--- config.mk ---
export PLATFORM = sky130hd
export DESIGN_NAME = lsu_rmw_flat
export DESIGN_NICKNAME = d
export VERILOG_FILES = /design/src/rtl/lsu_pkg.sv /design/src/rtl/lsu_rmw_if.sv /design/src/rtl/lsu_load_align.sv /design/src/rtl/lsu_rmw.sv /design/src/flat_wrapper.sv
export SDC_FILE = /design/constraint.sdc
export NUM_CORES = 1
export LEC_CHECK = 0
export CAP_MARGIN = 20
export CORE_MARGIN = 1
export CORE_UTILIZATION = 53
export CTS_BUF_LIST = sky130_fd_sc_hd__clkbuf_8
export DETAILED_ROUTE_END_ITERATION = 10
export PLACE_DENSITY = 0.91
export SYNTH_ARGS = -nofsm -noshare
export SYNTH_HDL_FRONTEND = slang
export SYNTH_HIERARCHICAL = 1
export SYNTH_SLANG_ARGS = --single-unit
--- constraint.sdc ---
create_clock -name clk_i -period 5.5 [get_ports clk_i]
set_input_delay 0.55 -clock clk_i [delete_from_list [all_inputs] [get_ports clk_i]]
set_output_delay 0.55 -clock clk_i [all_outputs]
set_load 0.01 [all_outputs]
--- src/rtl/lsu_pkg.sv ---
// Shared types and lane helpers for the load/store unit (little-endian, 32-bit words).
package lsu_pkg;

  localparam int DATA_W = 32;

  typedef enum logic [1:0] {
    SZ_B = 2'd0,
    SZ_H = 2'd1,
    SZ_W = 2'd2
  } size_e;

  typedef enum logic {
    IDLE   = 1'b0,
    RMW_WR = 1'b1
  } state_e;

  // Size code 3 falls into the default arm and behaves as a word.
  function automatic logic [DATA_W-1:0] lane_merge(
    input logic [DATA_W-1:0] old,
    input logic [DATA_W-1:0] wdata,
    input logic [1:0]        size,
    input logic [1:0]        off
  );
    logic [DATA_W-1:0] r;
    r = old;
    case (size)
      SZ_B:    r[{off, 3'b000} +: 8]     = wdata[7:0];
      SZ_H:    r[{off[1], 4'b0000} +: 16] = wdata[15:0];
      default: r = wdata;
    endcase
    return r;
  endfunction

  function automatic logic [DATA_W-1:0] lane_extract(
    input logic [DATA_W-1:0] word,
    input logic [1:0]        size,
    input logic [1:0]        off,
    input logic              uns
  );
    logic [DATA_W-1:0] r;
    logic [7:0]        b;
    logic [15:0]       h;
    b = word[{off, 3'b000} +: 8];
    h = word[{off[1], 4'b0000} +: 16];
    case (size)
      SZ_B:    r = {{24{~uns & b[7]}}, b};
      SZ_H:    r = {{16{~uns & h[15]}}, h};
      default: r = word;
    endcase
    return r;
  endfunction

endpackage

--- src/rtl/lsu_rmw_if.sv ---
// Execute-stage request/response and DMEM bus of the LSU; slave = LSU view, master = core+DMEM view.
interface lsu_rmw_if #(
  parameter int ADDR_W = 10
);
  import lsu_pkg::*;

  logic                req_valid_i;
  logic                req_ready_o;
  logic                req_we_i;
  logic [1:0]          req_size_i;
  logic                req_unsigned_i;
  logic [ADDR_W+1:0]   req_addr_i;
  logic [DATA_W-1:0]   req_wdata_i;
  logic                rsp_valid_o;
  logic [DATA_W-1:0]   rsp_rdata_o;
  logic                err_o;
  logic [ADDR_W-1:0]   dmem_addr_o;
  logic [DATA_W-1:0]   dmem_st_data_o;
  logic                dmem_st_en_o;
  logic [DATA_W-1:0]   dmem_ld_data_i;

  modport slave (
    input  req_valid_i, req_we_i, req_size_i, req_unsigned_i, req_addr_i, req_wdata_i,
    input  dmem_ld_data_i,
    output req_ready_o, rsp_valid_o, rsp_rdata_o, err_o,
    output dmem_addr_o, dmem_st_data_o, dmem_st_en_o
  );

  modport master (
    output req_valid_i, req_we_i, req_size_i, req_unsigned_i, req_addr_i, req_wdata_i,
    output dmem_ld_data_i,
    input  req_ready_o, rsp_valid_o, rsp_rdata_o, err_o,
    input  dmem_addr_o, dmem_st_data_o, dmem_st_en_o
  );

endinterface

--- src/rtl/lsu_load_align.sv ---
// Picks the addressed byte/half/word out of a DMEM word and sign- or zero-extends it.
module lsu_load_align
  import lsu_pkg::*;
(
  input  logic [DATA_W-1:0] word_i,
  input  logic [1:0]        size_i,
  input  logic [1:0]        off_i,
  input  logic              uns_i,
  output logic [DATA_W-1:0] data_o
);

  assign data_o = lane_extract(word_i, size_i, off_i, uns_i);

endmodule

--- src/rtl/lsu_rmw.sv ---
// LSU: SB/SH become a two-cycle read-modify-write on word-only DMEM; loads are aligned and extended.
// Optional build macro LSU_MISALIGN_TRAP_EN: misaligned H/W accesses are dropped and flagged on err_o.
module lsu_rmw
  import lsu_pkg::*;
#(
  parameter int ADDR_W = 10
) (
  input  logic    clk_i,
  input  logic    rst_i,
  lsu_rmw_if.slave bus
);

  state_e              state_q, state_d;
  logic [DATA_W-1:0]   merge_q, merge_d;
  logic [ADDR_W-1:0]   addr_q, addr_d;
  logic [DATA_W-1:0]   rdata_q, ld_word;
  logic                vld_q;

  logic                fire, mis, is_word;
  logic                ld_fire, sw_fire, rmw_fire;
  logic [1:0]          off;
  logic [ADDR_W-1:0]   req_waddr;

  logic                ready;
  logic [ADDR_W-1:0]   dmem_addr;
  logic [DATA_W-1:0]   st_data;
  logic                st_en;

  // Acceptance keys off state directly so ready never feeds back into itself.
  assign fire      = bus.req_valid_i & (state_q == IDLE);
  assign off       = bus.req_addr_i[1:0];
  assign is_word   = bus.req_size_i[1];
  assign req_waddr = bus.req_addr_i[ADDR_W+1:2];

`ifdef LSU_MISALIGN_TRAP_EN
  assign mis = ((bus.req_size_i == SZ_H) & off[0]) | (is_word & (off != 2'b00));
`else
  assign mis = 1'b0;
`endif

  assign ld_fire  = fire & ~bus.req_we_i & ~mis;
  assign sw_fire  = fire &  bus.req_we_i &  is_word & ~mis;
  assign rmw_fire = fire &  bus.req_we_i & ~is_word & ~mis;

  always_comb begin
    state_d   = state_q;
    merge_d   = merge_q;
    addr_d    = addr_q;
    ready     = 1'b0;
    dmem_addr = addr_q;
    st_data   = merge_q;
    st_en     = 1'b0;
    case (state_q)
      IDLE: begin
        ready     = 1'b1;
        dmem_addr = req_waddr;
        st_data   = bus.req_wdata_i;
        st_en     = sw_fire;
        if (rmw_fire) begin
          merge_d = lane_merge(bus.dmem_ld_data_i, bus.req_wdata_i, bus.req_size_i, off);
          addr_d  = req_waddr;
          state_d = RMW_WR;
        end
      end
      RMW_WR: begin
        st_en   = 1'b1;
        state_d = IDLE;
      end
      default: state_d = IDLE;
    endcase
  end

  lsu_load_align u_align (
    .word_i (bus.dmem_ld_data_i),
    .size_i (bus.req_size_i),
    .off_i  (off),
    .uns_i  (bus.req_unsigned_i),
    .data_o (ld_word)
  );

  always_ff @(posedge clk_i or posedge rst_i) begin
    if (rst_i) begin
      state_q <= IDLE;
      merge_q <= '0;
      addr_q  <= '0;
      rdata_q <= '0;
      vld_q   <= 1'b0;
    end else begin
      state_q <= state_d;
      merge_q <= merge_d;
      addr_q  <= addr_d;
      vld_q   <= ld_fire;
      if (ld_fire) rdata_q <= ld_word;
    end
  end

`ifdef LSU_MISALIGN_TRAP_EN
  logic err_q;
  always_ff @(posedge clk_i or posedge rst_i) begin
    if (rst_i) err_q <= 1'b0;
    else       err_q <= fire & mis;
  end
  assign bus.err_o = err_q;
`else
  assign bus.err_o = 1'b0;
`endif

  assign bus.req_ready_o    = ready;
  assign bus.dmem_addr_o    = dmem_addr;
  assign bus.dmem_st_data_o = st_data;
  assign bus.dmem_st_en_o   = st_en;
  assign bus.rsp_valid_o    = vld_q;
  assign bus.rsp_rdata_o    = rdata_q;

endmodule

--- src/flat_wrapper.sv ---
// flat-port wrapper written by rule: the top's interface ports become plain ports
module lsu_rmw_flat import lsu_pkg::*;
#(
  parameter int ADDR_W = 10
)
  (clk_i, rst_i, bus_req_valid_i, bus_req_we_i, bus_req_size_i, bus_req_unsigned_i, bus_req_addr_i, bus_req_wdata_i, bus_dmem_ld_data_i, bus_req_ready_o, bus_rsp_valid_o, bus_rsp_rdata_o, bus_err_o, bus_dmem_addr_o, bus_dmem_st_data_o, bus_dmem_st_en_o);
  lsu_rmw_if #(.ADDR_W(ADDR_W)) bus_i ();
  input  logic clk_i;
  input  logic rst_i;
  input wire logic [$bits(bus_i.req_valid_i)-1:0] bus_req_valid_i;
  input wire logic [$bits(bus_i.req_we_i)-1:0] bus_req_we_i;
  input wire logic [$bits(bus_i.req_size_i)-1:0] bus_req_size_i;
  input wire logic [$bits(bus_i.req_unsigned_i)-1:0] bus_req_unsigned_i;
  input wire logic [$bits(bus_i.req_addr_i)-1:0] bus_req_addr_i;
  input wire logic [$bits(bus_i.req_wdata_i)-1:0] bus_req_wdata_i;
  input wire logic [$bits(bus_i.dmem_ld_data_i)-1:0] bus_dmem_ld_data_i;
  output wire logic [$bits(bus_i.req_ready_o)-1:0] bus_req_ready_o;
  output wire logic [$bits(bus_i.rsp_valid_o)-1:0] bus_rsp_valid_o;
  output wire logic [$bits(bus_i.rsp_rdata_o)-1:0] bus_rsp_rdata_o;
  output wire logic [$bits(bus_i.err_o)-1:0] bus_err_o;
  output wire logic [$bits(bus_i.dmem_addr_o)-1:0] bus_dmem_addr_o;
  output wire logic [$bits(bus_i.dmem_st_data_o)-1:0] bus_dmem_st_data_o;
  output wire logic [$bits(bus_i.dmem_st_en_o)-1:0] bus_dmem_st_en_o;
  assign bus_i.req_valid_i = bus_req_valid_i;
  assign bus_i.req_we_i = bus_req_we_i;
  assign bus_i.req_size_i = bus_req_size_i;
  assign bus_i.req_unsigned_i = bus_req_unsigned_i;
  assign bus_i.req_addr_i = bus_req_addr_i;
  assign bus_i.req_wdata_i = bus_req_wdata_i;
  assign bus_i.dmem_ld_data_i = bus_dmem_ld_data_i;
  assign bus_req_ready_o = bus_i.req_ready_o;
  assign bus_rsp_valid_o = bus_i.rsp_valid_o;
  assign bus_rsp_rdata_o = bus_i.rsp_rdata_o;
  assign bus_err_o = bus_i.err_o;
  assign bus_dmem_addr_o = bus_i.dmem_addr_o;
  assign bus_dmem_st_data_o = bus_i.dmem_st_data_o;
  assign bus_dmem_st_en_o = bus_i.dmem_st_en_o;
  lsu_rmw #(.ADDR_W(ADDR_W)) u_core (.clk_i(clk_i), .rst_i(rst_i), .bus(bus_i));
endmodule
==> reports/qor.csv, run 1 <==
stage,metric,value,unit
cts,clk_pin_slew,0.09,ns
sta,period_share,58.9,%
cts,cts_tree,built,
worst_setup_path,reg2reg_to,u_core/merge_q[27],
global_routing,grt_pass1_wl,24200,um
sta,setup_ws,2.26,ns
finish,syn_to_final_growth,33.1,%
yosys,synth_edf_count,0,
yosys,ys_types,47,
detailed_routing,vias,4863,
pwr,p_comb_share,33.4,%
cts,ctsLongestPathBuffers,2,
run,drv_cap,0,
yosys,syn-instance-count,521,
global_routing,globalRouteOverflowTotal,0,
floorplanning,die_area,10100,um2
place,gp_congestion,0.916,
yosys,syn-num-nets,609,
worst_setup_path,reg2reg_depth,5,
floorplanning,die_w,101,um
hold_path,hp-class,flip-flop to flip-flop,
place,portBuffers,159,
sta,fin_skew,0.0114,ns
worst_setup_path,crit_type,input pin to flip-flop,
sta,grt_setup_unrepaired,false,
finish,nNetsFinal,740,
sta,period_needed,3.24,ns
global_routing,grt_max_degree,77,
hold_path,worstHoldStart,u_core/addr_q[4],
pwr,vdd_drop_max,0.145,mV
pwr,p_per_area,252,nW/um2
detailed_routing,antenna_left,0,
sta,setup_viol,0,
cts,post_cts_resize_count,0,
cts,clock_sinks,76,
sta,setup_tns,0,ns
sta,relSlewSlack,30.7,%
worst_setup_path,path_max_fanout,26,
worst_setup_path,critPathRequiredTime,5.73,ns
finish,drive_above_1_share,23.9,%
cts,htree_levels,3,
global_routing,antenna_found_initial,0,
detailed_routing,vias_per_cell,6.19,
cts,cts-hold-fix-buffers,0,
pwr,p_int,0.00119,W
global_routing,grt_pass1_vias,4770,
sta,finalHoldViolCount,0,
worst_setup_path,cp-end-kind,flip-flop,
cts,numCtsBuffers,9,
floorplanning,row_count,35,
detailed_routing,drtIter0Drc,501,
global_routing,grtUsageTotal,31.0,%
finish,final_cells,786,
pwr,swShare,31.2,%
yosys,avgSynthCellArea,9.90,um2
cts,clock_latency,0.35,ns
yosys,synthArstFlopShare,100,%
cts,cts_root_buf,clkbuf_8,
worst_setup_path,worst_setup_path_start_kind,input pin,
yosys,netlist_area,5160,um2
worst_setup_path,arrival,3.47,ns
hold_path,holdPathEnd,u_core/addr_q[4],
detailed_routing,wirelength,15500,um
finish,fill_cells,660,
yosys,yosys_warnings,6,
detailed_routing,drt_pass1_iterations,7,
hold_path,holdPathStages,2,
pwr,switching_power,0.000539,W
sta,worstMarginPinSlew,1.04,ns
pwr,clkPwrFrac,24.2,%
pwr,p_total,0.00173,W
detailed_routing,drc,0,
run_status,status,finished clean,
cts,cts_setup_buffers,0,
yosys,synth-seq-cells,76,
pwr,seqPwrFrac,42.4,%
floorplanning,core,9330,um2
yosys,ys_seq_area_share,36.9,%
floorplanning,start_util,55.3,%
detailed_routing,wl_per_cell,19.7,um
yosys,synth_ff_type,dfrtp_1,
sta,slew_violations,0,
place,dp_hpwl,10900,um
pwr,p_leak,2.83,nW
worst_setup_path,reg2reg_from,u_core/state_q,
floorplanning,die_h,101,um
floorplanning,io_pins,161,
place,dpl.cell_count,770,
finish,num_antenna_cells,0,
place,dp_slack,2.06,ns
sta,fmax,309,MHz
worst_setup_path,r2r_setup_slack,2.69,ns
==> per-stage QoR <==
stage               cell area, um2  hold WS (ns)  util (%)
floorplan                     5160         0.440         -
global placement              6670         0.454      71.5
detailed placement            6670         0.465      71.5
CTS                           6860         0.488      73.5
global route                  6860         0.499      73.5
finish                        6860         0.482      73.5
==> cell usage after synthesis, drive strengths merged (2+ instances only) <==
cell	count	area share, %
a21oi	34	4.0
a22o	2	0.34
a22oi	16	2.4
a31oi	10	1.2
a32oi	8	1.5
buf	34	4.6
clkbuf	11	0.80
dfrtp	76	37
ha	5	1.2
inv	15	1.2
mux2	99	22
mux2i	4	0.78
nand2	94	6.8
nand3	30	2.9
nor2	2	0.15
nor2b	19	2.3
nor3b	4	0.90
o211ai	23	5.3
o21ai	13	1.3
o311ai	6	1.0
==> state kept, by name (all words and copies together) (netlist names) <==
name and cells:
u_core/bus.rsp_rdata_o 32, u_core/merge_q 32, u_core/addr_q 10, u_core/bus.rsp_valid_o 1
u_core/state_q 1
==> cell usage in the layout, fill, tap and decap left out, types with 2 or more instances in the layout <==
cell             count
mux2_2              95
a32oi_1              7
o211ai_2            20
o211ai_1             3
a21oi_1             24
a22oi_1             15
clkinv_2             2
nand3_1             30
a31oi_1             10
a21oi_2             10
nor2b_1             19
nor3b_1              2
o21ai_0             13
nor2_1               2
inv_1               16
dfrtp_1             75
buf_2                2
o311ai_1             6
clkbuf_8             9
ha_1                 5
clkdlybuf4s50_1    158
mux2i_1              4
a22o_1               2
mux2_1               4
nand2_1             94
buf_4                5
==> cell type report <==
type | instances | area, um2 | area share, %
Clock buffer | 9 | 124 | 1.81
Clock inverter | 7 | 62.6 | 0.912
Inverter | 15 | 62.6 | 0.912
Multi-Input combinational cell | 385 | 2920 | 42.5
Sequential cell | 76 | 1900 | 27.7
Tap cell | 129 | 161 | 2.35
Timing Repair Buffer | 165 | 1630 | 23.7
==> layer usage <==
| layer | wire, um | global-route usage (%) | share of wire [%] |
|---|---|---|---|
| met1 | 5880 | 38.9 | 38 |
| met2 | 7640 | 51.7 | 49 |
| met3 | 1270 | 4.58 | 8.2 |
| met4 | 699 | 16.8 | 4.5 |
| met5 | 0 | 0 | 0 |
==> logic make-up (layout without fill, tap and decap cells) <==
| logic type | Yosys count | after routing | share of synthesized area [%] |
|---|---|---|---|
| AO/OA/AOI/OAI | 117 | 117 | 17.9 |
| adder cells (fa/ha/maj) | 5 | 5 | 1.21 |
| buffers and inverters | 60 | 196 | 6.62 |
| flip-flops | 76 | 76 | 36.9 |
| multiplexers | 103 | 103 | 22.4 |
| other | 1 | 1 | 0.0727 |
| AND/OR/NAND/NOR | 159 | 159 | 14.9 |
==> worst max path at each step <==
stage / endpoint / slack (ns) / startpoint
after floorplan: u_core/addr_q[0] / 3.01 / rst_i
after global placement: u_core/merge_q[9] / 2.09 / bus_req_addr_i[1]
after detailed placement: u_core/bus.rsp_rdata_o[29] / 2.06 / bus_req_size_i[0]
after CTS: u_core/bus.rsp_rdata_o[19] / 2.37 / bus_req_size_i[0]
after global routing: u_core/bus.rsp_rdata_o[19] / 2.23 / bus_req_size_i[0]
final: u_core/bus.rsp_rdata_o[19] / 2.26 / bus_req_size_i[0]
==> worst max-delay path: stages <==
cell and delay (ns):
clkdlybuf4s50_1 0.98, buf_4 0.43, nor3_1 0.12, a22oi_2 0.25, and2_1 0.67, a21oi_1 0.12
mux2_1 0.34
==> power groups by stage <==
| stage | clock (W) | combinational (W) | sequential, W |
|---|---|---|---|
| 2_1_floorplan | 0 | 0.000283 | 0.000740 |
| 5_1_grt | 0.000447 | 0.000614 | 0.000745 |
| 4_1_cts | 0.000421 | 0.000574 | 0.000732 |
| 3_3_place_gp | 0 | 0.000549 | 0.000735 |
| 6_report | 0.000418 | 0.000577 | 0.000732 |
| 3_5_place_dp | 0 | 0.000569 | 0.000741 |
Note: power is estimated with default switching activity, not from simulation.
==> inputs of run 2 (changes only) <==
--- a/config.mk
+++ b/config.mk
@@ -7,10 +7,10 @@
 export LEC_CHECK = 0
 export CAP_MARGIN = 20
 export CORE_MARGIN = 1
-export CORE_UTILIZATION = 53
+export CORE_UTILIZATION = 44
 export CTS_BUF_LIST = sky130_fd_sc_hd__clkbuf_8
 export DETAILED_ROUTE_END_ITERATION = 10
-export PLACE_DENSITY = 0.91
+export PLACE_DENSITY = 0.81
 export SYNTH_ARGS = -nofsm -noshare
 export SYNTH_HDL_FRONTEND = slang
 export SYNTH_HIERARCHICAL = 1
==> constraint.sdc (replaced) <==
create_clock -name clk_i -period 2.8 [get_ports clk_i]
set_input_delay 0.28 -clock clk_i [delete_from_list [all_inputs] [get_ports clk_i]]
set_output_delay 0.28 -clock clk_i [all_outputs]
set_load 0.01 [all_outputs]
==> reports/qor.csv, run 2 (same netlist as run 1, synthesis figures left out) <==
stage,metric,value,unit
worst_setup_path,arrival,2.38,ns
finish,nNetsFinal,747,
cts,cts-hold-fix-buffers,0,
floorplanning,start_util,45.2,%
cts,numCtsBuffers,9,
floorplanning,die_w,110,um
worst_setup_path,critical_path.top_delay_family,flip-flops,
worst_setup_path,worstSetupEndpoint,bus_dmem_st_data_o[23],
sta,setup_ws,0.135,ns
pwr,p_leak,2.88,nW
worst_setup_path,worst-path-buf-inv,1,
detailed_routing,drtIter0Drc,381,
finish,layout_commonest_cell,clkdlybuf4s50_1,
floorplanning,row_count,39,
finish,fill_cells,949,
place,dp_slack,0.463,ns
worst_setup_path,slowest_stage,dfrtp_2,
global_routing,globalRouteOverflowTotal,0,
global_routing,grt_pass1_wl,24000,um
worst_setup_path,r2r_setup_slack,0.47,ns
worst_setup_path,reg2reg_depth,4,
cts,cts_root_buf,clkbuf_8,
sta,setup_tns,0,ns
detailed_routing,vias_per_cell,5.83,
place,dp_hpwl,11100,um
detailed_routing,drc,0,
finish,final_area,6990,um2
place,place_area,6770,um2
place,gp_congestion,0.874,
floorplanning,io_pins,161,
finish,seq_area,1900,um2
detailed_routing,wl_per_cell,19.4,um
worst_setup_path,path_cells,"mux2_2, clkdlybuf4s50_1",
worst_setup_path,path_max_fanout,51,
sta,slew_violations,0,
finish,num_antenna_cells,0,
worst_setup_path,reg2reg_to,u_core/merge_q[9],
sta,period_needed,2.66,ns
global_routing,antenna_found_initial,0,
hold_path,hp-class,input pin to async pin,
global_routing,grtUsageTotal,26.1,%
worst_setup_path,critPathRequiredTime,2.52,ns
global_routing,grt_pass1_vias,4637,
cts,cts_tree,built,
sta,grt_setup_unrepaired,false,
finish,layout_common_cells,"clkdlybuf4s50_1, mux2_2, nand2_1",
floorplanning,die_h,110,um
finish,drive_above_1_share,25.0,%
finish,syn_to_final_growth,35.5,%
finish,finish.utilization,61.2,%
cts,htree_levels,3,
detailed_routing,met1_length,6290,um
place,dpl.cell_count,791,
cts,clock_latency,0.36,ns
global_routing,grt_max_degree,52,
detailed_routing,wl_met3,1330,um
worst_setup_path,cp-end-kind,output pin,
sta,worstMarginPinSlew,1.06,ns
pwr,vdd_drop_max,0.326,mV
run,drv_cap,0,
sta,fin_skew,0.0108,ns
cts,ctsLongestPathBuffers,2,
detailed_routing,antenna_left,0,
sta,finalHoldViolCount,0,
worst_setup_path,cp.depth,2,
cts,cts_setup_buffers,0,
finish,multiInputGateArea,2920,um2
place,portBuffers,159,
worst_setup_path,slowest_delay,1.07,ns
cts,post_cts_resize_count,0,
sta,relSlewSlack,29.1,%
sta,fmax,375,MHz
floorplanning,die_area,12200,um2
detailed_routing,wl_met2,7460,um
run_status,status,finished clean,
finish,final_cells,807,
detailed_routing,top_layer_used,met4,
pwr,p_per_area,504,nW/um2
worst_setup_path,startpoint,u_core/state_q,
worst_setup_path,reg2reg_from,u_core/state_q,
detailed_routing,wirelength,15700,um
sta,setup_viol,0,
detailed_routing,vias,4705,
worst_setup_path,crit_type,flip-flop to output pin,
sta,period_share,95.2,%
floorplanning,core,11400,um2
cts,clk_pin_slew,0.09,ns
detailed_routing,drt_pass1_iterations,5,
cts,clock_sinks,76,
worst_setup_path,worst_setup_path_start_kind,flip-flop,
-- run 2: area by class of cell --
type / instances / share of cell area [%]
Tap cell: 143 / 2.56
Clock buffer: 9 / 1.77
Timing Repair Buffer: 172 / 24.5
Inverter: 15 / 0.896
Sequential cell: 76 / 27.2
Multi-Input combinational cell: 385 / 41.8
Clock inverter: 7 / 1.29
-- run 2: how the worst min path moves through the flow --
stage                            startpoint                    endpoint  cells past startpoint
final                                 rst_i  u_core/bus.rsp_rdata_o[15]                      2
after global routing                  rst_i  u_core/bus.rsp_rdata_o[27]                      2
after CTS                             rst_i  u_core/bus.rsp_rdata_o[24]                      2
after detailed placement   u_core/addr_q[0]            u_core/addr_q[0]                      2
after global placement     u_core/addr_q[2]            u_core/addr_q[2]                      2
after floorplan           bus_req_addr_i[2]            u_core/addr_q[0]                      2
-- run 2: worst reg2reg max path: cells and delay by family (launching register included) --
family,cells,cell delay (ns)
AO/OA/AOI/OAI,1,0.26
buffers and inverters,1,0.33
flip-flops,1,0.78
AND/OR/NAND/NOR,2,0.87
-- run 2: routing by layer --
metal / track usage [%] / vias up
met1: 34.1 / 2218
met5: 0 / -
li1: - / 2161
met3: 4.17 / 47
met4: 13.9 / 0
met2: 41.6 / 279
-- run 2: through the flow --
| step | hold slack, ns | power, W |
|---|---|---|
| floorplan | 0.385 | 0.00201 |
| global route | 0.407 | 0.00369 |
| detailed placement | 0.461 | 0.00259 |
| global placement | 0.454 | 0.00255 |
| CTS | 0.376 | 0.00353 |
| finish | 0.350 | 0.00352 |
-- run 2: power breakdown --
part / switching [W] / internal (W) / total [W]
sequential: 0.000136 / 0.00131 / 0.00144
combinational: 0.000502 / 0.000634 / 0.00114
clock: 0.000446 / 0.000499 / 0.000945
==> RTL change 1 (flow settings as in run 1) <==
Take the reset off `addr_q` and load it in a clocked block of its own.
--- a/src/rtl/lsu_rmw.sv
+++ b/src/rtl/lsu_rmw.sv
@@ -83,5 +83,4 @@
       state_q <= IDLE;
       merge_q <= '0;
-      addr_q  <= '0;
       rdata_q <= '0;
       vld_q   <= 1'b0;
@@ -89,8 +88,11 @@
       state_q <= state_d;
       merge_q <= merge_d;
-      addr_q  <= addr_d;
       vld_q   <= ld_fire;
       if (ld_fire) rdata_q <= ld_word;
     end
+  end
+
+  always_ff @(posedge clk_i) begin
+    addr_q <= addr_d;
   end
 
Formal check against the unedited RTL: no difference found for any inputs over 10 cycles, from zero or initial values and one cycle with rst_i high; that may be too few to reach the edited logic, so the function may still have changed.
==> RTL change 1 against run 1 <==
  * Count of clock-buffer cells in the layout stayed put
  * Final area grew 0.38%
  * Sequential cell count unchanged
  * Wire length grew 4.8%
  * Global-route usage increased by 1.5 points
  * Total power up 2.3%
  * Worst setup slack gained 0.24 ns
  * Critical endpoint unchanged
  * Area after synthesis down 0.68%
  * Maximum frequency is 7.9% higher
  * Synthesized cell count fell by 8.3%
  * Clock skew fell by 0.0060 ns
==> RTL change 1: results (changes against run 1) <==
stage,metric,value,unit,change
outcome,run_status,"complete, no violations",,
synthesis,yosysWarningCount,6,,unchanged
global_route,overall_overflow_remaining_after_global_route,0,,unchanged
global_route,grt_max_degree,67,,-13%
synthesis,synth.cells.most_frequent,"sky130_fd_sc_hd__mux2_2 (83), sky130_fd_sc_hd__dfrtp_1 (66), sky130_fd_sc_hd__a21oi_1 (54)",,
worst_setup_path,slowest_stage,sky130_fd_sc_hd__and2_1,,
timing,finClkSkew,0.00537,ns,-0.00602 ns
clock_network,clock_buffers_created_by_tritoncts,9,,unchanged
placed_design,dp.final_hpwl,11500,um,+5.4%
synthesis,synth_ff_type,sky130_fd_sc_hd__dfrtp_1,,
clock_network,clockRootBuffer,sky130_fd_sc_hd__clkbuf_8,,
routing,drt_first_iter_violations,592,,+18%
worst_setup_path,critical-path-top-delay-family,buffers and inverters,,
clock_network,clock_latency,0.36,ns,
worst_setup_path,worstPathArrival,3.25,ns,-0.22 ns
synthesis,distinct_cell_type_count_after_synthesis,41,,-13%
routing,finalWirelength,16200,um,+4.8%
placed_design,gp_congestion,0.938,,+2.5%
timing,period_minus_slack,3.00,ns,-0.238 ns
power,p_leak,2.78,nW,-1.5%
synthesis,synth-async-reset-ratio,86.8,%,-13 points
worst_setup_path,crit_path_max_fanout,27,,+3.8%
finish,antenna_diode_instance_count,0,,unchanged
synthesis,syn_nets,566,,-7.1%
global_route,grt_first_pass_wirelength,25000,um,+3.4%
placed_design,post-place-ws,2.23,ns,+0.169 ns
placed_design,postPlaceCellArea,0.00667,mm2,about the same
finish,fill_cells,652,,-1.2%
synthesis,synth-edff-count,10,,+10
finish,count_of_nets_after_finishing,698,,-5.7%
finish,final_layout_size_suffix_gt1_share,20.5,%,-3.4 points
global_route,antenna_violations_before_repair,0,,unchanged
clock_network,cts_buffer_depth,2,,unchanged
synthesis,seq_area_frac_synth,38.1,%,+1.2 points
routing,first_pass_iters,5,,-2
global_route,via_count_of_the_first_global_routing_pass,4721,,-1.0%
routing,drt-vias-per-instance,6.46,,+4.5%
synthesis,yosys-top-cells-area,"sky130_fd_sc_hd__dfrtp_1 (32%), sky130_fd_sc_hd__mux2_2 (18%), sky130_fd_sc_hd__mux2i_1 (6.3%), sky130_fd_sc_hd__edfxtp_1 (5.9%), sky130_fd_sc_hd__a22o_1 (5.3%)",,
worst_setup_path,worst-r2r-setup-slack,2.72,ns,+0.03 ns
power,vdd_drop_max,214,uV,+48%
clock_network,htreeDepth,3,,unchanged
timing,hold_slack,0.505,ns,+0.0224 ns
global_route,grt.total_usage,32.5,%,+1.5 points
worst_setup_path,critical-path-max-stage-delay,0.69,ns,-0.29 ns
timing,worst_slew_pin_slew,1.04,ns,+0.00122 ns
## RTL change 1: cell count changes in the layout (fill, tap and decap cells not counted), sizes merged, moves of 14 or more
cell and change:
o211ai -23, mux2 -14, a21oi +30, a311o +21, nor2b +15, nand3 -28
mux2i +28, nand2 -68, a22o +29
## RTL change 1: power breakdown
part	internal, mW	total (mW)	switching, mW
Combinational	0.323	0.566	0.243
Sequential	0.665	0.729	0.0640
Clock	0.254	0.472	0.218
## RTL change 1: final cells by class
class                           instances  area [um2]  share of cell area (%)
Clock inverter                          7        92.6                    1.34
Clock buffer                            9         124                    1.80
Inverter                                9        33.8                   0.491
Multi-Input combinational cell        348        2890                    42.0
Timing Repair Buffer                  166        1630                    23.7
Sequential cell                        76        1950                    28.4
Tap cell                              129         161                    2.34
## RTL change 1: cell families after synthesis
kind of cell	after synthesis	share of synthesized area (%)
muxes	117	24.9
other	1	0.0732
and+or+nand+nor	79	9.14
AOI/OAI and AO/OA	146	21.0
buffers and inverters	54	5.55
DFF	76	38.1
adders and majority gates	5	1.22
## RTL change 1: layer usage
metal  up-vias  global-route usage, %  share of wire, %
met5         -                      0                 0
met4         0                   15.6               3.6
met3        63                   6.96               9.7
met2       358                   51.2                48
met1      2321                   42.8                39
li1       2066                      -                 -
## RTL change 1: path summary, 6_finish.rpt
| kind | start | cells past startpoint | end |
|---|---|---|---|
| worst max-delay path | bus_req_addr_i[1] | 7 | u_core/bus.rsp_rdata_o[19] |
| worst min-delay path | u_core/merge_q[12] | 1 | u_core/merge_q[12] |
| worst max register to register | u_core/state_q | 3 | u_core/addr_q[9] |
| worst min register to register | u_core/merge_q[12] | 1 | u_core/merge_q[12] |
| max in group asynchronous | rst_i | 3 | u_core/state_q |
| min in group asynchronous | rst_i | 3 | u_core/bus.rsp_valid_o |
## RTL change 1: per-stage QoR
step                      utilization (%)  std cells
after global placement               71.8        727
after detailed placement             71.8        728
after CTS                            74.2        744
final                                74.2        744
after global routing                 74.2        744
after floorplan                         -        478
==> RTL change 2 (config.mk and constraints of run 1) <==
Without the edit above. `ADDR_W` is set to 10 in 3 places; all go to 9.
--- a/src/rtl/lsu_rmw_if.sv
+++ b/src/rtl/lsu_rmw_if.sv
@@ -1,5 +1,5 @@
 // Execute-stage request/response and DMEM bus of the LSU; slave = LSU view, master = core+DMEM view.
 interface lsu_rmw_if #(
-  parameter int ADDR_W = 10
+  parameter int ADDR_W = 9
 );
   import lsu_pkg::*;
--- a/src/rtl/lsu_rmw.sv
+++ b/src/rtl/lsu_rmw.sv
@@ -4,5 +4,5 @@
   import lsu_pkg::*;
 #(
-  parameter int ADDR_W = 10
+  parameter int ADDR_W = 9
 ) (
   input  logic    clk_i,
--- a/src/flat_wrapper.sv
+++ b/src/flat_wrapper.sv
@@ -2,5 +2,5 @@
 module lsu_rmw_flat import lsu_pkg::*;
 #(
-  parameter int ADDR_W = 10
+  parameter int ADDR_W = 9
 )
   (clk_i, rst_i, bus_req_valid_i, bus_req_we_i, bus_req_size_i, bus_req_unsigned_i, bus_req_addr_i, bus_req_wdata_i, bus_dmem_ld_data_i, bus_req_ready_o, bus_rsp_valid_o, bus_rsp_rdata_o, bus_err_o, bus_dmem_addr_o, bus_dmem_st_data_o, bus_dmem_st_en_o);
Ports: changed (resized bus_dmem_addr_o and bus_req_addr_i); port bits go from 161 to 159. The function was not compared with the original's and may differ.
==> RTL change 2 against run 1 <==
  * Sequential share of layout area decreased by 0.082 points
  * Utilization decreased by 0.061 points
  * Clock power increased by 13%
  * Die area decreased by 2.3%
  * Worst setup slack improved by 0.029 ns
  * Total power increased by 2.1%
  * Area after synthesis decreased by 2.3%
  * Combinational power decreased by 1%
  * Sequential cell count decreased by 1
  * Wire length increased by 2.1%
  * Final area decreased by 1.0%
  * Largest power group unchanged
  * Highest routed layer unchanged
==> RTL change 2: results (changes against run 1) <==
stage,metric,value,unit,change
finish,fill_cells,647,,-2.0%
synthesis,synth-adder-area-share,1.24,%,+0.029 points
placed_design,dp.final_hpwl,11200,um,+2.6%
finish,seq_area_share,27.7,%,-0.082 points
finish,count_of_nets_after_finishing,729,,-1.5%
clock_network,postCtsSetupBuffers,0,,unchanged
routing,wirelength_met1,6140,um,+4.3%
placed_design,postPlaceCellArea,0.00656,mm2,-1.8%
clock_network,post_cts_clock_slew_at_the_launch_and_capture_registers_of_the_worst_setup_and_hold_paths,0.08,ns,
finish,antenna_diode_instance_count,0,,unchanged
routing,drt_first_iter_violations,720,,+44%
finish,seqCellArea,0.00188,mm2,-1.3%
finish,final-nonclk-buf-share,23.8,%,+0.098 points
placed_design,placed_cells_incl_taps,759,,-1.4%
timing,finClkSkew,0.0114,ns,-0.00000230 ns
synthesis,yosys-mux-area-fraction,24.9,%,+2.5 points
routing,wl_cell,20.4,um,+3.4%
synthesis,distinct_cell_type_count_after_synthesis,45,,-4.3%
finish,layout.clock_buffers,10,,+1
placed_design,portBuffers,157,,-1.3%
worst_setup_path,worstPathArrival,3.46,ns,about the same
synthesis,synthesis.area_per_instance,9.88,um2,-0.20%
clock_network,htreeDepth,3,,unchanged
synthesis,synth.cells.most_frequent,"sky130_fd_sc_hd__mux2_2 (106), sky130_fd_sc_hd__nand2_1 (86), sky130_fd_sc_hd__dfrtp_1 (75)",,
routing,first_pass_iters,6,,-1
finish,num-nonclk-inverters,10,,-5
routing,wl_met2,7590,um,-0.59%
synthesis,yosys-top-cells-area,"sky130_fd_sc_hd__dfrtp_1 (37%), sky130_fd_sc_hd__mux2_2 (24%), sky130_fd_sc_hd__nand2_1 (6.4%), sky130_fd_sc_hd__o211ai_1 (4.2%), sky130_fd_sc_hd__nand3_1 (2.9%)",,
synthesis,seq_area_frac_synth,37.3,%,+0.37 points
global_route,grt_first_pass_wirelength,24700,um,+2.1%
timing,worst_slew_pin_slew,0.991,ns,-0.0491 ns
placed_design,gp_congestion,0.964,,+5.3%
global_route,via_count_of_the_first_global_routing_pass,4718,,-1.1%
routing,met3_layer_wire_length_in_the_routed_design,1590,um,+26%
finish,stdcell_count,776,,-1.3%
synthesis,synth_compound_gate_area_share,16.2,%,-1.7 points
routing,drt-vias-per-instance,6.30,,+1.8%
worst_setup_path,critical-path-max-stage-delay,1.03,ns,+0.05 ns
finish,final_layout_size_suffix_gt1_share,23.2,%,-0.71 points
placed_design,post-place-ws,2.00,ns,-0.0541 ns
finish,sequential_cell_total,75,,-1.3%
finish,buffers,163,,-1.2%
finish,multi_input_area_share,42.3,%,-0.21 points
power,vdd_drop_max,155,uV,+7.2%
global_route,grt_max_degree,49,,-36%
synthesis,syn_nets,597,,-2.0%
global_route,grt.total_usage,32.3,%,+1.3 points
finish,multi_input_comb_cells,383,,-0.52%
finish,finalCoreUtilization,73.5,%,about the same
global_route,antenna_violations_before_repair,0,,unchanged
outcome,run_status,"complete, no violations",,
power,p_leak,2.74,nW,-3.1%
finish,clk_share,3.22,%,+0.51 points
worst_setup_path,crit_path_max_fanout,27,,+3.8%
RTL change 2: layer usage:
| layer | vias to the layer above | track usage, % |
|---|---|---|
| met5 | - | 0 |
| li1 | 2133 | - |
| met1 | 2358 | 42.8 |
| met2 | 341 | 51.8 |
| met3 | 54 | 6.47 |
| met4 | 0 | 13.7 |
RTL change 2: worst paths after layout:
| path | from | to | slack, ns | cells after the start |
|---|---|---|---|---|
| worst max-delay path | bus_req_size_i[0] | u_core/bus.rsp_rdata_o[29] | 2.29 | 7 |
| worst min-delay path | u_core/addr_q[7] | u_core/addr_q[7] | 0.48 | 2 |
| max in group asynchronous | rst_i | u_core/state_q | 3.86 | 3 |
| min in group asynchronous | rst_i | u_core/merge_q[5] | 0.66 | 2 |
| worst max register to register | u_core/state_q | u_core/merge_q[25] | 2.57 | 5 |
| worst min register to register | u_core/addr_q[7] | u_core/addr_q[7] | 0.48 | 2 |
RTL change 2: where the power goes:
part	internal [mW]	switching, mW
logic	0.315	0.255
clock network	0.266	0.206
registers	0.657	0.0659
